--- config.mk ---
export PLATFORM = sky130hd
export DESIGN_NAME = serial_adder
export DESIGN_NICKNAME = d
export VERILOG_FILES = /design/src/rtl/serial_adder.sv
export SDC_FILE = /design/constraint.sdc
export NUM_CORES = 1
export LEC_CHECK = 0
export ABC_CLOCK_PERIOD_IN_PS = 1450
export CAP_MARGIN = 10
export CORE_ASPECT_RATIO = 1.4
export CORE_MARGIN = 8
export CORE_UTILIZATION = 30
export DETAILED_ROUTE_END_ITERATION = 7
export PLACE_DENSITY = 0.53
export SETUP_SLACK_MARGIN = 0.02
export SLEW_MARGIN = 20
export SYNTH_ARGS = -nofsm -noshare
export SYNTH_HDL_FRONTEND = slang
export SYNTH_SLANG_ARGS = --single-unit
--- constraint.sdc ---
create_clock -name clk -period 1.45 [get_ports clk]
set_input_delay 0.435 -clock clk [delete_from_list [all_inputs] [get_ports clk]]
set_output_delay 0.435 -clock clk [all_outputs]
set_load 0.005 [all_outputs]
--- src/rtl/serial_adder.sv ---
// Bit-serial WIDTH-bit adder: one full-adder slice and a carry flop process the
// operands LSB-first, with valid/ready handshakes on both the operand and result sides.
module serial_adder #(
    parameter int WIDTH = 8
) (
    input  logic             clk,
    input  logic             rst,
    input  logic             in_valid,
    output logic             in_ready,
    input  logic [WIDTH-1:0] a,
    input  logic [WIDTH-1:0] b,
    input  logic             cin,
    output logic             out_valid,
    input  logic             out_ready,
    output logic [WIDTH-1:0] sum,
    output logic             cout,
    output logic             busy
);

    localparam int CW = $clog2(WIDTH + 1);

    localparam logic [1:0] IDLE = 2'd0;
    localparam logic [1:0] RUN  = 2'd1;
    localparam logic [1:0] DONE = 2'd2;

    localparam logic [CW-1:0] LAST = CW'(WIDTH - 1);

    logic [1:0]       state;
    logic [WIDTH-1:0] ra;
    logic [WIDTH-1:0] rb;
    logic [WIDTH-1:0] sreg;
    logic [WIDTH-1:0] sreg_next;
    logic             carry;
    logic [CW-1:0]    count;
    logic             s;
    logic             carry_next;

    // The single full-adder slice, always looking at bit 0 of the shifting operands.
    always_comb begin
        s          = ra[0] ^ rb[0] ^ carry;
        carry_next = (ra[0] & rb[0]) | (carry & (ra[0] ^ rb[0]));
    end

    // New sum bit enters at the MSB so that after WIDTH shifts bit 0 lands at sum[0].
    generate
        if (WIDTH == 1) begin : g_sum_w1
            assign sreg_next = s;
        end else begin : g_sum_wn
            assign sreg_next = {s, sreg[WIDTH-1:1]};
        end
    endgenerate

    // NOTE: sequential state uses non-blocking assignments so every register samples
    // the pre-edge values; blocking here would create order-dependent simulation.
    always_ff @(posedge clk or posedge rst) begin
        if (rst) begin
            state <= IDLE;
            ra    <= '0;
            rb    <= '0;
            sreg  <= '0;
            carry <= 1'b0;
            count <= '0;
        end else begin
            case (state)
                IDLE: begin
                    if (in_valid) begin
                        ra    <= a;
                        rb    <= b;
                        carry <= cin;
                        sreg  <= '0;
                        count <= '0;
                        state <= RUN;
                    end
                end
                RUN: begin
                    carry <= carry_next;
                    sreg  <= sreg_next;
                    ra    <= ra >> 1;
                    rb    <= rb >> 1;
                    count <= count + CW'(1);
                    if (count == LAST) begin
                        state <= DONE;
                    end
                end
                DONE: begin
                    if (out_ready) begin
                        state <= IDLE;
                    end
                end
                default: state <= IDLE;
            endcase
        end
    end

    assign in_ready  = (state == IDLE);
    assign out_valid = (state == DONE);
    assign busy      = (state == RUN) || (state == DONE);
    assign sum       = sreg;
    assign cout      = carry;

endmodule
Word-level counts from Yosys, hierarchy flattened:

Cells that the tools add are included.

* add/sub/neg operators: 1
* equal/unequal tests: 6
* muxes and demuxes: 14
* bitwise logic cells: 5
* reductions and logical operators: 5

Operators with widths (count)
* one-hot mux 8 bit (2 select lines): 3
* 2-to-1 mux 8 bit: 3
* one-hot mux 4 bit (2 select lines): 1
* 2-to-1 mux 2 bit: 3
* one-hot mux 2 bit (3 select lines): 1
* adder 4 x 1 -> 4 bit (second input constant): 1
* == test 4 x 3 -> 1 bit (second input constant): 1
* 2-to-1 mux 4 bit: 1
* != test 2 bit (second input constant): 2
* AND reduction 3 bit: 1
* AND 1 bit: 2
* == test 2 x 1 -> 1 bit (second input constant): 1
* == test 2 bit (second input constant): 1
* logical NOT 2 bit: 1
* != test 2 x 1 -> 1 bit (second input constant): 1
* one-hot mux 1 bit (2 select lines): 1
* AND reduction 2 bit: 1
* nonzero test 2 bit: 1
* XOR 1 bit: 2
* logical OR 1 bit: 1
* 2-to-1 mux 1 bit: 1
* OR 1 bit: 1

* flip-flop bits (word level): 31
* bits of input ports: 21
* output and inout port bits: 12
* logic and storage cells: 37

Depth between registers and ports, before layout:

* depth in word-level cells: 4
* mapped depth: 7
* depth with buffers taken out: 5

Worst setup path after synthesis:

Ideal clock, no wire load.

* path kind: register to register
* from: reg state[0]
* to: reg count[3]
* library setup time: 0.087 ns
* data arrival time: 1.439 ns
* data required time: 1.363 ns
* path slack: -0.076 ns
* cell stages (with the launch flop): 7
* path buffers: 1
* period minus slack after synthesis: 1.526 ns
* cells stage by stage: dfrtp_1 > inv_1 > ha_1 > mux2i_4 > buf_6 > nand2_1 > o211ai_1

* longest elaborated chain between the ends: 3
* elaborated cells on any way between the ends: 6
* classes of those cells: eq/ne: 2; mux: 1; reduce/logical: 3

Ends and longest elaborated chain
* start: declaration: RTL line 28 `logic [1:0] state;`
* start signal: assignment: RTL line 57 `state <= IDLE;`
* start signal: assignment: RTL line 72 `state <= RUN;`
* start signal: assignment: RTL line 82 `state <= DONE;`
* logical NOT 2 bit (*)
* net in_ready: RTL line 9 `output logic in_ready,`
* != test 2 bit (no line) or nonzero test 2 bit (tied branches)
* AND reduction 2 bit (no line)
* end signal: assignment: RTL line 80 `count <= count + CW'(1);`
* end: declaration: RTL line 34 `logic [CW-1:0] count;`

Mark *: on every way through the listed nets, which the timed path passes. The rest lies on a longest branch.
A chain may end at the register's enable or synchronous reset.

Worst setup path in the final report:

* from: reg state[1]
* to: reg sreg[1], in the netlist sum[1]

* longest elaborated chain between the ends: 3
* elaborated cells on any way between the ends: 6
* classes of those cells: eq/ne: 2; mux: 1; reduce/logical: 3

Ends and longest elaborated chain
* == test 2 x 1 -> 1 bit or logical NOT 2 bit (tied branches): RTL line 64 `case (state)`
* nonzero test 2 bit (no line) or != test 2 bit (tied branches)
* AND reduction 2 bit (no line)
* end signal: assignment: RTL line 77 `sreg <= sreg_next;`
* end: declaration: RTL line 31 `logic [WIDTH-1:0] sreg;`

Parallel ways exist; a longest one is shown, timed or not.

==> impl_metrics.py <==
metrics = {
    "global_route": {
        "grt.overflow.total": 0,
        "grt_usage": 0.102,
        "antenna_found_initial": 0,
        "vias_in_the_first_global_route": 1278,
        "grt_pass1_wl_mm": 6.22,
        "pin_count_of_the_biggest_net_entering_global_routing": 32,
    },
    "min_path": {
        "worstHoldPathType": "primary input to asynchronous set/reset pin",
    },
    "drt": {
        "dr_vias_cell": 4.58,
        "vias": 1224,
        "first_pass_iters": 4,
        "dr.first_iter.drc_count": 51,
        "routed_wirelength_normalized_by_instance_count_um": 13.8,
        "drtAntennaViolNets": 0,
        "drt-total-wl_mm": 3.70,
        "drc": 0,
    },
    "die": {
        "placeableCoreArea_um2": 4880,
        "fp-row-count": 30,
        "top_level_ports": 33,
        "die_x_um": 76.1,
        "die-height_um": 100,
        "start_util": 0.311,
        "die_area_um2": 7620,
    },
    "place": {
        "gp_congestion": 0.720,
        "dp_hpwl_mm": 2.38,
        "portBuffers": 32,
        "placement.cell_area_um2": 2020,
    },
    "timing": {
        "finClkSkew_ns": 0.00595,
        "timing.final.hold_violations": 0,
        "grt_setup_unrepaired": "yes",
        "slew-limit-headroom": 0.829,
        "setup_viol": 33,
        "fin_ws_ns": -0.171,
        "fin_crit_share": 1.12,
        "tightest_slew_ns": 0.256,
        "finalCriticalPeriod_ns": 1.62,
        "timing.fmax_mhz": 617,
        "tns_ns": -3.71,
        "timing.final.max_slew_violations": 0,
    },
    "yosys": {
        "synth-seq-cells": 31,
        "post_synthesis_cell_area_um2": 1520,
        "postSynthAreaPerCell_um2": 11.0,
        "synthesis.nets": 165,
        "synth_warnings": 0,
        "synth_seq_area_share": 0.511,
        "synthDistinctLibCells": 23,
        "post_synth_inst_count": 138,
    },
    "setup_path": {
        "cp_max_fo": 15,
        "critPathKind": "flip-flop to flip-flop",
        "timing.critical_path.to_type": "flip-flop",
        "worstPathArrival_ns": 1.79,
        "rrSetupSlack_ns": -0.17,
        "crit_path_start_kind": "flip-flop",
        "crit_required_ns": 1.62,
    },
    "status": {
        "violations": "negative setup slack",
        "run_status": "finished with violations",
    },
    "cts": {
        "cts.htree.levels": 2,
        "clockRootBuffer": "clkbuf_8",
        "cts-buffers-inserted": 5,
        "cts.sinks": 31,
        "path_clk_slew_ns": 0.07,
        "clk_latency_ns": 0.28,
        "cts_max_path_buffers": 2,
        "tritoncts_clock_tree": "done",
    },
    "final_layout": {
        "finalInstanceArea_um2": 2380,
        "most-common-layout-cells": "dfrtp_1, buf_4, clkdlybuf4s50_1, mux2i_1, nand2_1",
        "mostFrequentLayoutCell": "dfrtp_1",
        "area_growth_syn_to_layout_pct": 57.0,
        "drive_gt1_frac": 0.340,
        "finalNetCount": 229,
        "fillCellCount": 464,
        "diodes": 0,
    },
    "power_and_ir_drop": {
        "pd_cells_nw_per_um2": 2110,
        "irDropWorstVdd_uv": 759,
        "power.leakage_nw": 1.12,
    },
    "flow_run": {
        "maxCapViolations": 0,
    },
}
-- metal layers --
metal | up-vias | share of wire | GRT usage
met5 | - | 0 | 0
met4 | 0 | 0.017 | 0.0490
met3 | 6 | 0.033 | 0.0322
met2 | 20 | 0.54 | 0.178
met1 | 593 | 0.41 | 0.108
li1 | 605 | - | -
-- final timing paths --
check / startpoint / to / cells past startpoint
setup reg to reg: state[1]$_DFFE_PP0P_ / sum[1]$_DFFE_PP0P_ / 8
hold reg to reg: ra[1]$_DFFE_PP0P_ / ra[1]$_DFFE_PP0P_ / 2
hold / removal: rst / sum[0]$_DFFE_PP0P_ / 3
min in group clk: ra[1]$_DFFE_PP0P_ / ra[1]$_DFFE_PP0P_ / 2
setup / recovery: state[1]$_DFFE_PP0P_ / sum[1]$_DFFE_PP0P_ / 8
max in group asynchronous: rst / state[0]$_DFFE_PP0P_ / 3
-- sequential cells by signal (all words and copies together), names as in the netlist --
register	flops
state	2
ra	8
rb	8
sum	8
cout	1
count	4
-- logic make-up after synthesis --
kind of cell | share of synthesized area
buffers and inverters | 0.0684
DFF | 0.511
AOI/OAI and AO/OA | 0.139
and+or+nand+nor | 0.106
adders and majority gates | 0.0544
muxes | 0.121
-- where the power goes --
| group | leakage, nW | internal, mW | switching (mW) |
|---|---|---|---|
| sequential | 0.400 | 1.23 | 0.227 |
| clock | 0.0477 | 0.328 | 0.321 |
| combinational | 0.672 | 1.66 | 1.26 |
| total | 1.12 | 3.22 | 1.81 |
-- through the flow --
step	utilization	power, mW	hold slack (ns)	worst slack, ns	instances
after floorplan	-	2.82	0.449	0.0300	138
after global placement	0.414	3.50	0.461	-0.361	243
after detailed placement	0.414	3.58	0.476	-0.392	243
after CTS	0.468	4.74	0.491	-0.156	264
after global routing	0.488	5.42	0.513	-0.196	267
final	0.488	5.03	0.487	-0.171	267
-- Yosys cell counts, drive strengths merged --
cell / instances / area (um^2)
nor2: 1 / 3.75
dfrtp: 31 / 776
a2bb2oi: 1 / 8.76
nand2: 22 / 82.6
o21ai: 20 / 100
and2: 1 / 6.26
nand3: 2 / 10.0
inv: 8 / 30.0
o211ai: 1 / 7.51
nand3b: 2 / 15.0
nand2b: 5 / 31.3
mux2: 1 / 11.3
fa: 1 / 20.0
buf: 8 / 73.8
mux2i: 16 / 173
ha: 5 / 62.6
a22o: 9 / 78.8
a211oi: 2 / 15.0
nor2b: 2 / 12.5
-- area by class of cell --
class	instances	area, um^2	area share
clock inverters	3	15.0	0.00630
inverters	8	35.0	0.0147
clock buffers	5	68.8	0.0289
repair buffers	65	651	0.273
well taps	64	80.1	0.0336
multi-input cells	91	758	0.318
flip-flops and latches	31	776	0.325
-- critical path, cell delays in order (launching register included) --
cell and delay [ns]:
dfrtp_1 0.39, buf_6 0.13, inv_6 0.03, ha_4 0.16, buf_6 0.12, mux2i_4 0.18, buf_12 0.16, buf_12 0.14
a22o_1 0.20
-- timing repair --
item	in CTS	in global routing
pin swaps	5	10
resized for setup	49	26
buffers inserted	12	4
hold endpoints to repair	0	0
endpoints found under the setup margin	42	34
gates cloned	1	2
hold buffers	0	0
Power figures use the tool's default switching activity.
